--- src/rtl/hiscore_ram_if.sv ---
// Hiscore-side RAM access bus: pause handshake plus address/data lines.
// The hiscore initiator uses the master view, the game-side responder the slave view.
interface hiscore_ram_if;
  logic        pause_request;
  logic        paused;
  logic [15:0] hs_address;
  logic [7:0]  hs_data_in;
  logic        hs_write;
  logic [7:0]  hs_data_out;

  modport master (
    output pause_request, hs_address, hs_data_in, hs_write,
    input  paused, hs_data_out
  );

  modport slave (
    input  pause_request, hs_address, hs_data_in, hs_write,
    output paused, hs_data_out
  );
endinterface

--- src/rtl/hiscore_ram_responder.sv ---
// Game-side responder: stalls the CPU at a safe point, hands work RAM to the hiscore
// initiator, maps hiscore addresses into the RAM window and returns read data.
module hiscore_ram_responder #(
  parameter int unsigned AW            = 11,
  parameter logic [15:0] HS_BASE       = 16'h8800,
  parameter int unsigned DRAIN_TIMEOUT = 255,
  parameter int unsigned RELEASE_DELAY = 2
) (
  input  logic          clk,
  input  logic          reset,
  hiscore_ram_if.slave  hs,
  output logic          cpu_pause,
  input  logic          cpu_bus_idle,
  input  logic [AW-1:0] cpu_addr,
  input  logic [7:0]    cpu_wdata,
  input  logic          cpu_we,
  output logic [7:0]    cpu_rdata,
  output logic [AW-1:0] ram_addr,
  output logic          ram_we,
  output logic [7:0]    ram_wdata,
  input  logic [7:0]    ram_rdata,
  output logic          timeout_flag
);

  localparam logic [7:0] TmoLast = 8'(DRAIN_TIMEOUT - 1);
  localparam logic [3:0] RelLast = 4'(RELEASE_DELAY - 1);

  typedef enum logic [1:0] {StRun, StDrain, StGrant, StRelease} state_e;

  state_e      state_q;
  logic        paused_q;
  logic        cpu_pause_q;
  logic        timeout_flag_q;
  logic [1:0]  idle_cnt_q;
  logic [7:0]  tmo_cnt_q;
  logic [3:0]  rel_cnt_q;
  logic        win_q;

  logic [15:0] offset;
  logic        in_window;

  assign offset    = hs.hs_address - HS_BASE;
  assign in_window = (offset >> AW) == 16'd0;

  always_ff @(posedge clk) begin
    if (reset) begin
      state_q        <= StRun;
      paused_q       <= 1'b0;
      cpu_pause_q    <= 1'b0;
      timeout_flag_q <= 1'b0;
      idle_cnt_q     <= 2'd0;
      tmo_cnt_q      <= 8'd0;
      rel_cnt_q      <= 4'd0;
      win_q          <= 1'b0;
    end else begin
      win_q <= 1'b0;
      unique case (state_q)
        StRun: begin
          idle_cnt_q <= 2'd0;
          tmo_cnt_q  <= 8'd0;
          rel_cnt_q  <= 4'd0;
          if (hs.pause_request) begin
            state_q     <= StDrain;
            cpu_pause_q <= 1'b1;
          end
        end
        StDrain: begin
          tmo_cnt_q  <= tmo_cnt_q + 8'd1;
          idle_cnt_q <= cpu_bus_idle ? idle_cnt_q + 2'd1 : 2'd0;
          // A withdrawn request wins over a grant due in the same cycle
          if (!hs.pause_request) begin
            state_q <= StRelease;
          end else if (cpu_bus_idle && idle_cnt_q == 2'd1) begin
            state_q  <= StGrant;
            paused_q <= 1'b1;
          end else if (tmo_cnt_q == TmoLast) begin
            state_q        <= StGrant;
            paused_q       <= 1'b1;
            timeout_flag_q <= 1'b1;
          end
        end
        StGrant: begin
          if (!hs.pause_request) begin
            state_q  <= StRelease;
            paused_q <= 1'b0;
          end else begin
            // Flag qualifies the RAM data that returns next cycle
            win_q <= in_window;
          end
        end
        StRelease: begin
          rel_cnt_q <= rel_cnt_q + 4'd1;
          if (rel_cnt_q == RelLast) begin
            state_q     <= StRun;
            cpu_pause_q <= 1'b0;
          end
        end
      endcase
    end
  end

  always_comb begin
    ram_addr  = cpu_addr;
    ram_we    = cpu_we;
    ram_wdata = cpu_wdata;
    if (state_q == StGrant) begin
      ram_addr  = offset[AW-1:0];
      ram_we    = hs.hs_write & in_window;
      ram_wdata = hs.hs_data_in;
    end
  end

  assign hs.paused      = paused_q;
  assign hs.hs_data_out = win_q ? ram_rdata : 8'h00;
  assign cpu_pause      = cpu_pause_q;
  assign timeout_flag   = timeout_flag_q;
  assign cpu_rdata      = ram_rdata;

endmodule

--- src/flat_wrapper.sv ---
// flat-port wrapper written by rule: the top's interface ports become plain ports
module hiscore_ram_responder_flat 
#(
  parameter int unsigned AW            = 11,
  parameter logic [15:0] HS_BASE       = 16'h8800,
  parameter int unsigned DRAIN_TIMEOUT = 255,
  parameter int unsigned RELEASE_DELAY = 2
)
  (clk, reset, cpu_pause, cpu_bus_idle, cpu_addr, cpu_wdata, cpu_we, cpu_rdata, ram_addr, ram_we, ram_wdata, ram_rdata, timeout_flag, hs_pause_request, hs_hs_address, hs_hs_data_in, hs_hs_write, hs_paused, hs_hs_data_out);
  hiscore_ram_if hs_i ();
  input  logic clk;
  input  logic reset;
  output logic cpu_pause;
  input  logic cpu_bus_idle;
  input  logic [AW-1:0] cpu_addr;
  input  logic [7:0] cpu_wdata;
  input  logic cpu_we;
  output logic [7:0] cpu_rdata;
  output logic [AW-1:0] ram_addr;
  output logic ram_we;
  output logic [7:0] ram_wdata;
  input  logic [7:0] ram_rdata;
  output logic timeout_flag;
  input wire logic [$bits(hs_i.pause_request)-1:0] hs_pause_request;
  input wire logic [$bits(hs_i.hs_address)-1:0] hs_hs_address;
  input wire logic [$bits(hs_i.hs_data_in)-1:0] hs_hs_data_in;
  input wire logic [$bits(hs_i.hs_write)-1:0] hs_hs_write;
  output wire logic [$bits(hs_i.paused)-1:0] hs_paused;
  output wire logic [$bits(hs_i.hs_data_out)-1:0] hs_hs_data_out;
  assign hs_i.pause_request = hs_pause_request;
  assign hs_i.hs_address = hs_hs_address;
  assign hs_i.hs_data_in = hs_hs_data_in;
  assign hs_i.hs_write = hs_hs_write;
  assign hs_paused = hs_i.paused;
  assign hs_hs_data_out = hs_i.hs_data_out;
  hiscore_ram_responder #(.AW(AW), .HS_BASE(HS_BASE), .DRAIN_TIMEOUT(DRAIN_TIMEOUT), .RELEASE_DELAY(RELEASE_DELAY)) u_core (.clk(clk), .reset(reset), .hs(hs_i), .cpu_pause(cpu_pause), .cpu_bus_idle(cpu_bus_idle), .cpu_addr(cpu_addr), .cpu_wdata(cpu_wdata), .cpu_we(cpu_we), .cpu_rdata(cpu_rdata), .ram_addr(ram_addr), .ram_we(ram_we), .ram_wdata(ram_wdata), .ram_rdata(ram_rdata), .timeout_flag(timeout_flag));
endmodule
--- config.mk ---
export PLATFORM = sky130hd
export DESIGN_NAME = hiscore_ram_responder_flat
export DESIGN_NICKNAME = d
export VERILOG_FILES = /design/src/rtl/hiscore_ram_if.sv /design/src/rtl/hiscore_ram_responder.sv /design/src/flat_wrapper.sv
export SDC_FILE = /design/constraint.sdc
export NUM_CORES = 1
export LEC_CHECK = 0
export BUFFER_PORTS_ARGS = -buffer_cell sky130_fd_sc_hd__buf_2
export CAP_MARGIN = 25
export CORE_MARGIN = 5
export CORE_UTILIZATION = 42
export DETAILED_ROUTE_END_ITERATION = 8
export MAX_ROUTING_LAYER = met4
export PLACE_DENSITY = 0.84
export SLEW_MARGIN = 20
export SYNTH_ARGS = -nofsm -noshare
export SYNTH_HDL_FRONTEND = slang
export SYNTH_SLANG_ARGS = --single-unit
--- constraint.sdc ---
create_clock -name clk -period 2.33 [get_ports clk]
set_clock_uncertainty 0.15 [all_clocks]
set_input_delay 0.466 -clock clk [delete_from_list [all_inputs] [get_ports clk]]
set_output_delay 0.466 -clock clk [all_outputs]
set_load 0.1 [all_outputs]
==> results.txt, run 1 <==
Register area share after synthesis -> 28.2%
Final worst path period share -> 99.5%
Global-route usage over all layers -> 17.7%
Worst-path clk slew -> 0.11 ns
Measured slew at the worst slew-check pin -> 0.502 ns
CP Max Fanout -> 11
Via count -> 1,553
Slew HR -> 66.8%
CTS H-tree lvls -> 1
Initial antenna violation count -> 0
Initial Utilization -> 42.9%
Root buffer cell -> clkbuf_4
First-pass GRT wire length -> 6140 um
CTS tree -> built
Power Dens Cells -> 1180 nW/um2
CP Class -> flop to output pin
Grt total ovfl -> 0
Mapped Cells -> 165
Leak pwr -> 1.05 nW
Distinct cells, synth -> 41
Post-synthesis adder-cell area fraction -> 7.92%
HPWL after DPL -> 3390 um
Most common cell after layout, fill and taps aside -> buf_2
Most frequent cells in the layout -> buf_2 (75), buf_12 (21), mux2_2 (18), dfxtp_1 (18), a21oi_1 (14)
WHS -> 0.304 ns
Number of I/O pins -> 96
Post-Synth XOR/XNOR Area -> 0%
CTS Buf Count -> 3
Drt first pass iters -> 5
Final WS setup -> 0.0112 ns
Synth top area cells -> dfxtp_1 (28%), mux2_2 (15%), ha_1 (7.9%)
WL/cell -> 14.7 um
Pins Over Slew Limit -> 0
Largest net degree at the start of global routing -> 22
Vias in the first global route -> 1,365
Compound-Gate Fraction of Synth Area -> 16.5%
Worst hold-check path type -> input port to flop
Final WL -> 4410 um
Syn avg cell area -> 8.61 um2
Post-Synth Simple-Gate Area -> 23.6%
Setup crit end kind -> output pin
Std-Cell Core Area -> 3310 um2
Placer Congestion -> 0.866
RSZ-0062 raised after global routing -> true
Die area -> 4650 um2
Final Hold Fails -> 0
Vias/cell -> 5.18
CP required -> 1.71 ns
Cell taking the most area after synthesis -> dfxtp_1
Reg2Reg Capture Point -> u_core.state_q[0]
CTS sink count -> 20
Net Count, Synth -> 231
Outcome -> completed
Total of max-cap violations -> 0
RR Startpoint -> u_core.state_q[1]
#FFs+latches synth -> 20
Die H -> 68.2 um
Mux contribution to synthesized area -> 15.8%
Synth Warn # -> 0
Critical path endpoint -> ram_wdata[4]
DIE WIDTH -> 68.2 um
DP Worst Slack -> 0.292 ns
Fmax -> 431 MHz
Crit. Startpoint -> u_core.state_q[0]
Layout area overhead -> 62.2%
Netlist Area Pre-Place -> 1420 um2
VDD IR max -> 1.02 mV
# port buffers -> 95
Worst Setup Start Kind -> flop
Crit path DAT -> 1.70 ns
Row count -> 21
Clock buffer depth -> 2
Final setup viols -> 0
Clk_lat worst skew -> 0.31 ns
ANT nets after route -> 0
Share of layout cells above drive strength 1 -> 53.1%
Nets@finish -> 321
Synth top area share -> 28.2%
R2r setup slk -> 0.32 ns
Largest family of logic cells by synthesized area -> simple AND/OR/NAND/NOR gates
ANT cells -> 0
R2r worst-path depth -> 6
Final min period -> 2.32 ns
DR iter-0 viols -> 64
DRC -> 0
==> metal layers <==
layer	track usage (%)	share of wire [%]
met3	4.11	8.0
met4	5.46	1.5
met5	-	0
met1	20.6	36
met2	30.1	54
==> final cells by class <==
| class | count | area, um2 |
|---|---|---|
| fillers | 243 | 1000 |
| clock buffers | 4 | 36.3 |
| multi-input cells | 123 | 936 |
| repair buffers | 99 | 843 |
| well taps | 46 | 57.6 |
| inverters | 8 | 30.0 |
| flip-flops and latches | 20 | 403 |
==> worst min-delay path by stage <==
stage | start | to | slack (ns) | depth (start not counted)
2_1_floorplan | u_core.tmo_cnt_q[6] | u_core.tmo_cnt_q[6] | 0.32 | 2
3_3_place_gp | u_core.timeout_flag | u_core.timeout_flag | 0.32 | 2
3_5_place_dp | u_core.timeout_flag | u_core.timeout_flag | 0.31 | 2
4_1_cts | cpu_bus_idle | u_core.idle_cnt_q[1] | 0.30 | 3
5_1_grt | cpu_bus_idle | u_core.idle_cnt_q[1] | 0.31 | 3
6_report | cpu_bus_idle | u_core.idle_cnt_q[1] | 0.30 | 3
==> synth_stat cells <==
| cell | number |
|---|---|
| or2_2 | 1 |
| nor2b_1 | 4 |
| nand4_1 | 3 |
| a21oi_2 | 1 |
| nor4b_1 | 1 |
| o211ai_1 | 2 |
| o21ai_0 | 5 |
| or3b_1 | 1 |
| nor2_1 | 11 |
| nand3_1 | 4 |
| o2111ai_1 | 1 |
| a211oi_1 | 2 |
| a21oi_1 | 14 |
| a21o_2 | 1 |
| mux2i_1 | 1 |
| nor3_1 | 2 |
| and3_1 | 2 |
| inv_1 | 8 |
| clkbuf_1 | 4 |
| a31oi_1 | 1 |
| o21a_1 | 1 |
| buf_4 | 8 |
| or3b_4 | 1 |
| o211ai_2 | 1 |
| a21o_1 | 1 |
| o22ai_1 | 1 |
| a311oi_1 | 1 |
| dfxtp_1 | 20 |
| nand2b_1 | 3 |
| a21boi_2 | 1 |
| nand4_2 | 1 |
| nor3b_1 | 2 |
| mux2_2 | 19 |
| nand2_1 | 8 |
| nand3b_1 | 2 |
| and2_1 | 8 |
| o31ai_1 | 1 |
| ha_1 | 9 |
| a221oi_2 | 1 |
| or3_1 | 5 |
| buf_2 | 2 |
==> cells by family after synthesis <==
kind of cell    after synthesis
compound gates               35
mux                          20
fa+ha+maj                     9
buf+inv                      22
flops                        20
simple gates                 59
==> critical path, stage by stage, from the launching register on <==
cell and delay [ns]:
dfxtp_2 0.35, inv_2 0.08, ha_4 0.15, bufbuf_16 0.28
mux2_2 0.36, buf_12 0.17
==> timing repair <==
item                       in CTS  in global routing
setup endpoints to repair      19                  7
setup buffers                   1                  0
hold buffers                    0                  0
cloned                          1                  0
resized for setup               5                  1
==> state kept, by name (all words and copies together), names as in the netlist <==
register	count
u_core.idle_cnt_q	2
u_core.tmo_cnt_q	8
u_core.hs.paused	1
u_core.win_q	1
u_core.rel_cnt_q	4
u_core.timeout_flag	1
u_core.cpu_pause	1
u_core.state_q	2
==> per-stage QoR <==
step,utilization [%],instance area [um2],power [mW],TNS [ns],std cells
after floorplan,-,1440,1.81,0,165
after global placement,66.8,2210,2.40,0,294
after detailed placement,66.8,2210,2.43,0,294
after CTS,69.5,2300,2.73,0,300
after global routing,69.7,2310,2.84,-0.262,300
final,69.7,2310,2.73,0,300
==> power by group <==
group	internal [mW]	switching, mW	leakage [nW]
sequential	0.389	0.0440	0.163
combinational	0.790	1.31	0.869
clock	0.0955	0.107	0.0210
Power figures use the tool's default switching activity.
==> run 2: changes to the inputs <==
==> constraint.sdc (replaced) <==
create_clock -name clk -period 2.33 [get_ports clk]
set_clock_uncertainty 0.15 [all_clocks]
set_input_delay 0.1165 -clock clk [delete_from_list [all_inputs] [get_ports clk]]
set_output_delay 0.1165 -clock clk [all_outputs]
set_load 0.1 [all_outputs]
==> results.txt, run 2 (synthesized netlist as in run 1, its figures left out) <==
Final worst path period share -> 92.1% (was 99.5%)
CTS Buf Count -> 3 (unchanged)
Highest routed layer -> met4 (unchanged)
Via count -> 1,521 (was 1,553)
Final min period -> 2.14 ns (was 2.32 ns)
Worst hold-check path type -> input port to flop (unchanged)
Crit-path leading delay family -> buffers and inverters (unchanged)
Largest net degree at the start of global routing -> 24 (was 22)
Initial Utilization -> 42.9% (unchanged)
Fmax -> 466 MHz (was 431 MHz)
Area of the multi-input gates -> 912 um2 (was 936 um2)
Psw -> 1.43 mW (was 1.46 mW)
Pins Over Slew Limit -> 0 (unchanged)
Cell Area, Placed -> 2180 um2 (was 2210 um2)
CTS tree -> built (unchanged)
ANT nets after route -> 0 (unchanged)
Sw frac -> 55.7% (was 53.3%)
Worst Setup Start Kind -> flop (unchanged)
Vias in the first global route -> 1,358 (was 1,365)
Most frequent cells in the layout -> buf_2 (75), buf_12 (20), dfxtp_1 (20) (was buf_2 (75), buf_12 (21), mux2_2 (18), dfxtp_1 (18), a21oi_1 (14))
DIE WIDTH -> 68.2 um (unchanged)
DR iter-0 viols -> 53 (was 64)
Final setup viols -> 0 (unchanged)
Leak pwr -> 1.02 nW (was 1.05 nW)
Post-cts resize count -> 0 (was 5)
Grt total ovfl -> 0 (unchanged)
CP max stage delay -> 0.43 ns (was 0.36 ns)
CTS H-tree lvls -> 1 (unchanged)
WL/cell -> 15.0 um (was 14.7 um)
Final Hold Fails -> 0 (unchanged)
Most common cell after layout, fill and taps aside -> buf_2 (unchanged)
Row count -> 21 (unchanged)
HPWL after DPL -> 3710 um (was 3390 um)
CP required -> 2.06 ns (was 1.71 ns)
Slew HR -> 66.5% (was 66.8%)
Clock power frac -> 6.2% (was 7.4%)
Worst path cell trace -> inv_1, ha_1, buf_4, mux2_2, buf_12 (was inv_2, ha_4, bufbuf_16, mux2_2, buf_12)
Setup crit end kind -> output pin (unchanged)
Logic pwr share -> 77.3% (was 76.7%)
Number of I/O pins -> 96 (unchanged)
Layout area overhead -> 58.0% (was 62.2%)
Nets@finish -> 322 (was 321)
Root buffer cell -> clkbuf_4 (unchanged)
Filler cells -> 246 (was 243)
Biggest regs -> u_core.tmo_cnt_q (8), u_core.rel_cnt_q (4) (unchanged)
Met2 wire length -> 2390 um (was 2400 um)
TNS Setup -> 0 ns (unchanged)
CP Max Fanout -> 23 (was 11)
Placer Congestion -> 0.900 (was 0.866)
Slowest cell on the critical path -> mux2_2 (unchanged)
Clock buffer depth -> 2 (unchanged)
Total of max-cap violations -> 0 (unchanged)
Power Dens Cells -> 1140 nW/um2 (was 1180 nW/um2)
Vias/cell -> 5.07 (was 5.18)
VDD IR max -> 0.820 mV (was 1.02 mV)
DRC -> 0 (unchanged)
CTS sink count -> 20 (unchanged)
Share of layout cells above drive strength 1 -> 50.0% (was 53.1%)
WHS -> 0.0608 ns (was 0.304 ns)
Crit path DAT -> 1.88 ns (was 1.70 ns)
Buf/Inv on CP -> 3 (unchanged)
Final WL -> 4500 um (was 4410 um)
Final Cell Area -> 2250 um2 (was 2310 um2)
Die H -> 68.2 um (unchanged)
DP Worst Slack -> 0.296 ns (was 0.292 ns)
Outcome -> completed (unchanged)
Largest Register -> u_core.tmo_cnt_q (unchanged)
RSZ-0062 raised after global routing -> false (was true)
Clk_lat worst skew -> 0.29 ns (was 0.31 ns)
CP Class -> flop to output pin (unchanged)
Final WS setup -> 0.185 ns (was 0.0112 ns)
Global-route usage over all layers -> 18.6% (was 17.7%)
Met3 WL post-DR -> 418 um (was 353 um)
# port buffers -> 95 (unchanged)
ANT cells -> 0 (unchanged)
Std-Cell Core Area -> 3310 um2 (unchanged)
Drt first pass iters -> 4 (was 5)
FF+latch area -> 400 um2 (was 403 um2)
Setup Buffers After CTS -> 0 (was 1)
Worst-path clk slew -> 0.10 ns (was 0.11 ns)
Pint -> 1.13 mW (was 1.27 mW)
Measured slew at the worst slew-check pin -> 0.506 ns (was 0.502 ns)
First-pass GRT wire length -> 6400 um (was 6140 um)
Die area -> 4650 um2 (unchanged)
Initial antenna violation count -> 0 (unchanged)
DRT met1 WL -> 1650 um (was 1590 um)
Seq pwr share -> 16.5% (was 15.8%)
Largest register FFs -> 8 (unchanged)
## run 2: changes by cell type in the layout (fill, tap and decap cells not counted), sizes merged
cell,change
dlygate4sd3,+4
buf,-2
clkbuf,-1
bufbuf,-1
## run 2: timing repair
item                                    4_1_cts  5_1_grt
hold endpoints to repair                      3        0
hold buffers                                  4        0
endpoints found under the setup margin        0        0
## run 2: path summary, 6_finish.rpt
check             cells after the start                  end  slack [ns]                start
setup / recovery                      5          ram_addr[6]        0.19    u_core.state_q[0]
hold reg to reg                       2  u_core.timeout_flag        0.33  u_core.timeout_flag
setup reg to reg                      6    u_core.state_q[0]        0.24    u_core.state_q[1]
hold / removal                        2  u_core.tmo_cnt_q[0]        0.06                reset
## run 2: layer usage
layer	track usage, %	up-vias
met3	2.96	7
li1	-	759
met1	20.6	681
met5	-	-
met2	33.9	74
met4	5.46	0
## run 2: area by class of cell
| class | count | share of cell area [%] |
|---|---|---|
| Timing Repair Buffer | 100 | 36.7 |
| Sequential cell | 20 | 17.8 |
| Inverter | 8 | 1.34 |
| Tap cell | 46 | 2.56 |
| Clock buffer | 3 | 1.00 |
| Multi-Input combinational cell | 123 | 40.6 |
## run 2: through the flow
stage / power (mW) / cells / util [%]
floorplan: 1.80 / 165 / -
global placement: 2.35 / 293 / 65.9
detailed placement: 2.39 / 293 / 65.9
CTS: 2.56 / 300 / 67.8
global route: 2.67 / 300 / 67.8
finish: 2.56 / 300 / 67.8
## run 2: power by group through the flow
stage | registers [mW] | logic [mW] | clock network, mW
global placement | 0.425 | 1.93 | 0
floorplan | 0.509 | 1.29 | 0
finish | 0.423 | 1.98 | 0.159
global route | 0.427 | 2.06 | 0.182
detailed placement | 0.429 | 1.96 | 0
CTS | 0.421 | 1.97 | 0.166
